$ cat src/rtl/readout_trigger_sched.sv
// Frame/row scheduler: turns FSYNC/R2S strobes into generator and recorder start pulses
// for a programmable row window, over a programmable number of frames.
module readout_trigger_sched #(
    parameter int ROW_W     = 10,
    parameter int FRAME_W   = 16,
    parameter int PULSE_LEN = 5
) (
    input  logic               clk,
    input  logic               rst_n,
    input  logic               enable,
    input  logic               fsync,
    input  logic               r2s,
    input  logic [ROW_W-1:0]   row_start,
    input  logic [ROW_W-1:0]   row_num,
    input  logic [FRAME_W-1:0] frames,
    input  logic               gen_busy,
    output logic               gen_start,
    output logic               rec_start,
    output logic               busy,
    output logic               done,
    output logic [ROW_W:0]     row_cnt,
    output logic [FRAME_W-1:0] frame_cnt,
    output logic [7:0]         missed_cnt,
    output logic               sync_err
);

    // state        | meaning
    // S_IDLE       | waiting for an ENABLE rising edge
    // S_WAIT_FSYNC | run active, waiting for the next frame start
    // S_FRAME      | counting rows, issuing pulses inside the window
    // S_DONE       | requested frame count reached, held until ENABLE low
    typedef enum logic [1:0] {S_IDLE, S_WAIT_FSYNC, S_FRAME, S_DONE} state_t;

    localparam int PW = (PULSE_LEN > 1) ? $clog2(PULSE_LEN) : 1;
    localparam logic [PW-1:0] PULSE_LOAD = PW'(PULSE_LEN - 1);

    state_t             state, state_next;
    logic               enable_q;
    logic [ROW_W-1:0]   start_q, num_q;
    logic [FRAME_W-1:0] frames_q;
    logic [PW-1:0]      gen_left, rec_left;

    logic               start_ev, abort, fsync_ev, row_ev;
    logic               win_hit, rec_hit, last_row, gen_fire, gen_miss, run_done;
    logic [ROW_W:0]     num_eff, win_first, win_end;
    logic [FRAME_W-1:0] frame_nxt;

    always_comb begin
        num_eff   = (num_q == '0) ? (ROW_W+1)'(1) : {1'b0, num_q};
        win_first = {1'b0, start_q};
        win_end   = win_first + num_eff - (ROW_W+1)'(1);
        frame_nxt = frame_cnt + FRAME_W'(1);

        start_ev = (state == S_IDLE) && enable && !enable_q;
        abort    = !enable && ((state == S_WAIT_FSYNC) || (state == S_FRAME));
        fsync_ev = enable && fsync && ((state == S_WAIT_FSYNC) || (state == S_FRAME));
        // FSYNC wins over a coincident R2S
        row_ev   = (state == S_FRAME) && enable && r2s && !fsync;
        win_hit  = row_ev && (row_cnt >= win_first) && (row_cnt <= win_end);
        rec_hit  = row_ev && (row_cnt == win_first);
        last_row = row_ev && (row_cnt == win_end);
        gen_fire = win_hit && !gen_busy && !gen_start;
        gen_miss = win_hit && (gen_busy || gen_start);
        run_done = last_row && (frames_q != '0) && (frame_nxt == frames_q);
    end

    always_comb begin
        state_next = state;
        case (state)
            S_IDLE:       if (start_ev) state_next = S_WAIT_FSYNC;
            S_WAIT_FSYNC: begin
                if (!enable)    state_next = S_IDLE;
                else if (fsync) state_next = S_FRAME;
            end
            S_FRAME: begin
                if (!enable)       state_next = S_IDLE;
                else if (fsync)    state_next = S_FRAME;
                else if (run_done) state_next = S_DONE;
                else if (last_row) state_next = S_WAIT_FSYNC;
            end
            S_DONE:       if (!enable) state_next = S_IDLE;
            default:      state_next = S_IDLE;
        endcase
    end

    // enable_q resets high so a level already present at reset release is not an edge
    always_ff @(posedge clk or negedge rst_n) begin
        if (!rst_n) begin
            state    <= S_IDLE;
            enable_q <= 1'b1;
        end else begin
            state    <= state_next;
            enable_q <= enable;
        end
    end

    always_ff @(posedge clk or negedge rst_n) begin
        if (!rst_n) begin
            busy       <= 1'b0;
            done       <= 1'b0;
            start_q    <= '0;
            num_q      <= '0;
            frames_q   <= '0;
            row_cnt    <= '0;
            frame_cnt  <= '0;
            missed_cnt <= '0;
            sync_err   <= 1'b0;
        end else begin
            busy <= (state_next == S_WAIT_FSYNC) || (state_next == S_FRAME);
            done <= (state_next == S_DONE);
            if (start_ev) begin
                start_q    <= row_start;
                num_q      <= row_num;
                frames_q   <= frames;
                row_cnt    <= '0;
                frame_cnt  <= '0;
                missed_cnt <= '0;
                sync_err   <= 1'b0;
            end else begin
                if (fsync_ev) begin
                    row_cnt <= '0;
                    if (state == S_FRAME) sync_err <= 1'b1;
                end else if (row_ev && (row_cnt != '1)) begin
                    row_cnt <= row_cnt + (ROW_W+1)'(1);
                end
                if (gen_miss && (missed_cnt != 8'hFF)) missed_cnt <= missed_cnt + 8'd1;
                if (last_row) frame_cnt <= frame_nxt;
            end
        end
    end

    // Start pulses: down-counters, released at zero; an abort clears them immediately
    always_ff @(posedge clk or negedge rst_n) begin
        if (!rst_n) begin
            gen_start <= 1'b0;
            gen_left  <= '0;
            rec_start <= 1'b0;
            rec_left  <= '0;
        end else if (abort) begin
            gen_start <= 1'b0;
            gen_left  <= '0;
            rec_start <= 1'b0;
            rec_left  <= '0;
        end else begin
            if (gen_fire) begin
                gen_start <= 1'b1;
                gen_left  <= PULSE_LOAD;
            end else if (gen_start) begin
                if (gen_left == '0) gen_start <= 1'b0;
                else                gen_left  <= gen_left - PW'(1);
            end
            if (rec_hit) begin
                rec_start <= 1'b1;
                rec_left  <= PULSE_LOAD;
            end else if (rec_start) begin
                if (rec_left == '0) rec_start <= 1'b0;
                else                rec_left  <= rec_left - PW'(1);
            end
        end
    end

endmodule

$ cat config.mk
export PLATFORM = sky130hd
export DESIGN_NAME = readout_trigger_sched
export DESIGN_NICKNAME = d
export VERILOG_FILES = /design/src/rtl/readout_trigger_sched.sv
export SDC_FILE = /design/constraint.sdc
export NUM_CORES = 1
export LEC_CHECK = 0
export ABC_AREA = 1
export BUFFER_PORTS_ARGS = -buffer_cell sky130_fd_sc_hd__buf_2
export CORE_ASPECT_RATIO = 0.9
export CORE_MARGIN = 4
export CORE_UTILIZATION = 62
export CTS_CLUSTER_SIZE = 16
export DETAILED_ROUTE_END_ITERATION = 8
export GPL_ROUTABILITY_DRIVEN = 0
export HOLD_SLACK_MARGIN = 0.03
export PLACE_DENSITY_LB_ADDON = 0.2
export SYNTH_ARGS = -nofsm -noshare
export SYNTH_HDL_FRONTEND = slang
export SYNTH_SLANG_ARGS = --single-unit
export TNS_END_PERCENT = 20
$ cat constraint.sdc
create_clock -name clk -period 8.25 [get_ports clk]
set_input_delay 1.2375 -clock clk [delete_from_list [all_inputs] [get_ports clk]]
set_output_delay 1.2375 -clock clk [all_outputs]
set_load 0.005 [all_outputs]
# After elaboration in Yosys (flattened, before gate mapping)
# Index checks and enable logic that the tools add are counted.
[word_totals] inputBits=42 output_inout_bits=40 elab_cells=115 regBits=85
[classes] muxes=36 reduce_logical=42 n_eq_ne=13 n_addsub=7 magnitude_cmp=2
[ops] cell="$mux W11" count=3
[ops] cell="$mux W16" count=2
[ops] cell="$mux W3" count=8
[ops] cell="$logic_and A1 B1 Y1" count=19
[ops] cell="$add A16 B1 Y16 const B" count=1
[ops] cell="$eq A16 B16 Y1" count=1
[ops] cell="$mux W2" count=8
[ops] cell="$mux W8" count=2
[ops] cell="$reduce_bool A16 Y1" count=1
[ops] cell="$add A10 B10 Y11" count=1
[ops] cell="$add A11 B1 Y11 const B" count=1
[ops] cell="$eq A11 B10 Y1" count=1
[ops] cell="$eq A11 B11 Y1" count=1
[ops] cell="$ge A11 B10 Y1" count=1
[ops] cell="$le A11 B11 Y1" count=1
[ops] cell="$mux W1" count=11
[ops] cell="$ne A11 B11 Y1 const B" count=1
[ops] cell="$sub A11 B1 Y11 const B" count=1
[ops] cell="$logic_not A10 Y1" count=1
[ops] cell="$mux W10" count=1
[ops] cell="$reduce_bool A3 Y1" count=3
[ops] cell="$add A8 B1 Y8 const B" count=1
[ops] cell="$eq A2 B2 Y1 const B" count=4
[ops] cell="$ne A8 B8 Y1 const B" count=1
[ops] cell="10 further kinds" count=25

# Logic depth before layout (Yosys ltp)
[depth] depth_word=14 depth_mapped=27 ltp_nobuf=27

# Least setup slack after synthesis
# OpenSTA, ideal clock, no wires.
[synth_path] path_kind="reg-to-reg" start="register num_q[2]" end="register busy" synth_period_minus_slack_ns=3.879 required_time_ns=8.124 n_path_buf=0 setup_time_ns=0.126 arrival_ns=3.754 path_stages_with_launch=28 slack_ns=4.371 cell_sequence="dfrtp_1 nor4_1 a31oi_1 ha_1 inv_1 ha_1 inv_1 fa_1 o21ai_0 a21o_1 a21oi_1 o21ai_0 a21oi_1 xor2_1 ha_1 nand2_1 nor2_1 nand4_1 nor2_1 nand3_1 nor2_1 nand3_1 nand2_1 nand2_1 nand2_1 nand2_1 nand2_1 ha_1"
[synth_via] elab_chain_cells=14 elab_cells_between_ends=16 cone_classes="add/sub: 2; eq/ne: 3; mux: 6; reduce/logical: 5"
[synth_lines] element="start: declaration" line_no="39" rtl="logic [ROW_W-1:0] start_q, num_q;"
[synth_lines] element="start signal: assignment" line_no="113" rtl="num_q <= row_num;"
[synth_lines] element="$logic_not A10 Y1" line_no="49" rtl="num_eff = (num_q == '0) ? (ROW_W+1)'(1) : {1'b0, num_q};"
[synth_lines] element="$mux W10 *" line_no="49"
[synth_lines] element="$add A10 B10 Y11 *" line_no="51" rtl="win_end = win_first + num_eff - (ROW_W+1)'(1);"
[synth_lines] element="$sub A11 B1 Y11 *" line_no="51"
[synth_lines] element="$eq A11 B11 Y1 *" line_no="61" rtl="last_row = row_ev && (row_cnt == win_end);"
[synth_lines] element="$logic_and A1 B1 Y1 *" line_no="61"
[synth_lines] element="$logic_and A1 B1 Y1 (2 in a row)" line_no="64" rtl="run_done = last_row && (frames_q != '0) && (frame_nxt == frames_q);"
[synth_lines] element="$mux W2 *" line_no="78" rtl="else if (run_done) state_next = S_DONE;"
[synth_lines] element="$mux W2 *" line_no="77" rtl="else if (fsync) state_next = S_FRAME;"
[synth_lines] element="$mux W2 *" line_no="76" rtl="if (!enable) state_next = S_IDLE;"
[synth_lines] element="$pmux W2 S4 *" line_no="69" rtl="case (state)"
[synth_lines] element="$eq A2 B1 Y1 or $eq A2 B2 Y1 (tied branches)" line_no="109" rtl="busy <= (state_next == S_WAIT_FSYNC) || (state_next == S_FRAME);"
[synth_lines] element="$logic_or A1 B1 Y1 *" line_no="109"
[synth_lines] element="end signal: assignment" line_no="109"
[synth_lines] element="end: declaration" line_no="19" rtl="output logic busy,"
# Mark *: on every way between the ends. The rest lies on a longest branch, timed or not.
# A chain may end at the register's enable or synchronous reset.

# Final worst setup path
[layout_path] start="register num_q[2]" end="register missed_cnt[4]"
[layout_via] elab_chain_cells=9
[layout_lines] element="$logic_not A10 Y1" line_no="49"
[layout_lines] element="$mux W10 *" line_no="49"
[layout_lines] element="$add A10 B10 Y11 *" line_no="51"
[layout_lines] element="$sub A11 B1 Y11 *" line_no="51"
[layout_lines] element="$le A11 B11 Y1 *" line_no="59" rtl="win_hit = row_ev && (row_cnt >= win_first) && (row_cnt <= win_end);"
[layout_lines] element="$logic_and A1 B1 Y1 *" line_no="59"
[layout_lines] element="$logic_and A1 B1 Y1 *" line_no="63" rtl="gen_miss = win_hit && (gen_busy || gen_start);"
[layout_lines] element="$logic_and A1 B1 Y1 *" line_no="126" rtl="if (gen_miss && (missed_cnt != 8'hFF)) missed_cnt <= missed_cnt + 8'd1;"
[layout_lines] element="$reduce_bool A2 Y1 (no line) *"
[layout_lines] element="end signal: assignment" line_no="126"
[layout_lines] element="end: declaration" line_no="23" rtl="output logic [7:0] missed_cnt,"
# Marks and branches as above.

==> impl_metrics.yaml <==
logic_synthesis:
  synth_cells: 727
  synthArstFlopShare_pct: 100.0
  ys_types: 37
  ys.warnings.count: 0
  ys.flop_type: "dfrtp_1"
  synth_area_leader_cell: "dfrtp_1"
  syn_avg_cell_area_um2: 7.619
  yosysTopAreaCellShare_pct: 37.95
  synthesis.nets: 823
  yosysMostFrequentCell: "nand2_1"
  synthTopCellsByArea: "dfrtp_1 (38%), nand2_1 (12%), ha_1 (12%), inv_1 (7.6%), nand3_1 (6.1%)"
  synthTopCellsByCount: "nand2_1 (178), inv_1 (112), dfrtp_1 (84)"
  yosys_register_bits: 85
  synth_edf_count: 0
  ys_seq_area_share_pct: 38.42
  syn_area_mm2: 0.005539
worst_hold_path:
  hold_class: "reg -> reg"
  min_path_cells: 2
routing:
  finalWirelength_mm: 13.88
  vias: 5156
  drc: 0
  routedWlPerCell_um: 14.86
  drtAntennaViolNets: 0
  drt-vias-per-instance: 5.520
  initialDrtViolationCount: 356
  dr.pass1.iters: 5
layout:
  area_growth_syn_to_layout_pct: 13.03
  final_nets: 906
  nFillCells: 729
  final_cell_area_mm2: 0.006261
  drive_above_1_share_pct: 13.99
  diodes: 0
  stdcell_count: 934
global_routing:
  grt_util_all_layers_pct: 27.24
  grt_pass1_wl_mm: 23.07
  grt_overflow_total: 0
  antenna_found_initial: 0
  grt_pass1_vias: 5016
  grt_start_max_net_pins: 71
clock_network:
  cts_made_buffers: 9
  htree_levels: 3
  cts-resized-gates: 0
  clk_latency_ns: 0.36
  clk_pin_slew_ns: 0.08
  clk_path_buf_depth: 2
  numClockSinks: 85
  clockRootBuffer: "clkbuf_8"
  cts_setup_buffers: 0
  hold_buffers: 0
  cts_tree: "yes"
placed_design:
  place_area_mm2: 0.006072
  dp_hpwl_mm: 10.69
  io_buffers: 81
  place_inst: 918
power:
  powerDensity_mw_per_mm2: 321.8
  vdd_drop_max_uv: 204.2
  cellLeakagePower_nw: 3.352
run:
  drv_cap: 0
floorplanning:
  rows: 32
  ioPinCount: 82
  die-width_um: 107.6
  initial_core_util_pct: 64.05
  fp.dieArea_mm2: 0.01051
  die_h_um: 97.67
  coreArea_mm2: 0.008648
worst_setup_path:
  critical_path_required_ns: 8.50
  cpMaxStageDelayCell: "fa_1"
  cp-end-kind: "flip-flop"
  worst-setup-path-type: "reg -> reg"
  critPathMaxStageDelay_ns: 0.39
  cp_max_fo: 9
  crit_top_cell: "nand2_1"
  crit_arrival_ns: 4.61
  path_cells: "nor4_1 -> a31oi_1 -> ha_1 -> inv_1 -> ha_1 -> inv_1 -> fa_1 -> o21ai_0 -> a21o_1 -> a21oi_1 -> o21ai_0 -> a21oi_1 -> xor2_1 -> ha_1 -> nand2_1 -> nor2_1 -> nand3_1 -> o2111ai_1 -> nand2_1 -> and3_1 -> nand2_1 -> inv_1 -> nand3_1 -> nand2_1"
  r2r_cells: 24
  cp-start-kind: "flip-flop"
sta:
  fin_skew_ns: 0.009138
  rsz0062_at_grt: "false"
  timing.final.crit_share_pct: 52.87
  slew_viol_final: 0
  finalSetupTns_ns: 0
  max_freq_mhz: 229.3
  hold_viol_final: 0
  maxSlewHeadroom_pct: 48.48
  whs_ns: 0.5048
  worst_slew_pin_slew_ns: 0.7680
  setup_viol: 0
  fin_crit_ns: 4.362
status:
  status: "complete, no violations"
final cells by class:
cell class                      count  area (µm²)  area share [%]
Sequential cell                    85        2128           33.99
Tap cell                          119       148.9           2.378
Inverter                          116       435.4           6.954
Multi-Input combinational cell    515        2937           46.90
Clock inverter                      3       20.02          0.3197
Clock buffer                       13       168.9           2.698
Timing Repair Buffer               83       422.9           6.755
cells by family after synthesis:
logic type / share of synthesized area, %
adder cells (fa/ha/maj): 12.33
buffers and inverters: 8.651
AND/OR/NAND/NOR: 25.82
AO/OA/AOI/OAI: 10.55
XOR/XNOR: 4.224
flip-flops: 38.42
routing by layer:
layer / share of wire, % / vias to the layer above / global-route usage [%]
met5: 0 / - / 0
met4: 1.1 / 0 / 6.311
met3: 7.5 / 17 / 6.512
met2: 47 / 185 / 44.98
met1: 44 / 2419 / 36.23
li1: - / 2535 / -
per-stage QoR:
stage               utilization (%)  total power [mW]  setup WS (ns)
floorplan                         -             1.425          4.371
global placement              70.21             1.657          4.088
detailed placement            70.21             1.719          3.920
CTS                           72.40             2.010          3.902
global route                  72.40             2.208          3.452
finish                        72.40             2.015          3.888
power by group:
part	internal [mW]	switching [mW]
Sequential	0.512	0.0563
Combinational	0.432	0.730
Clock	0.134	0.152
Total	1.08	0.937
layout by cell type (no fill, tap or decap), types with 3 or more instances in the layout:
cell	instances
a21oi_1	30
a31oi_1	3
buf_2	80
buf_4	3
clkbuf_8	12
dfrtp_1	84
ha_1	53
inv_1	112
nand2_1	178
nand3_1	67
nand4_1	15
nor2_1	47
nor2_4	5
nor3_1	4
o21ai_0	55
o22ai_1	12
xnor2_1	6
xor2_1	18
flip-flops by register name (all words and copies together) (netlist names), 2 cells and up:
name,count
frame_cnt,16
frames_q,16
row_cnt,11
num_q,10
start_q,10
missed_cnt,8
gen_left,3
rec_left,3
state,2
worst max-delay path, delay by kind of cell (launching register included):
kind / cells / cell delay [ns]
AO/OA/AOI/OAI: 7 / 1.03
adder cells (fa/ha/maj): 4 / 1.03
buffers and inverters: 3 / 0.33
AND/OR/NAND/NOR: 9 / 1.30
XOR/XNOR: 1 / 0.15
flip-flops: 1 / 0.38
final timing paths:
path	startpoint	end	slack [ns]
min in group asynchronous	rst_n	start_q[3]	0.77
setup reg to reg	num_q[2]	missed_cnt[4]	3.89
max in group asynchronous	rst_n	frame_cnt[8]	6.43
setup / recovery	num_q[2]	missed_cnt[4]	3.89
hold / removal	num_q[0]	num_q[0]	0.50
hold reg to reg	num_q[0]	num_q[0]	0.50
(Power assumes the default switching activity.)
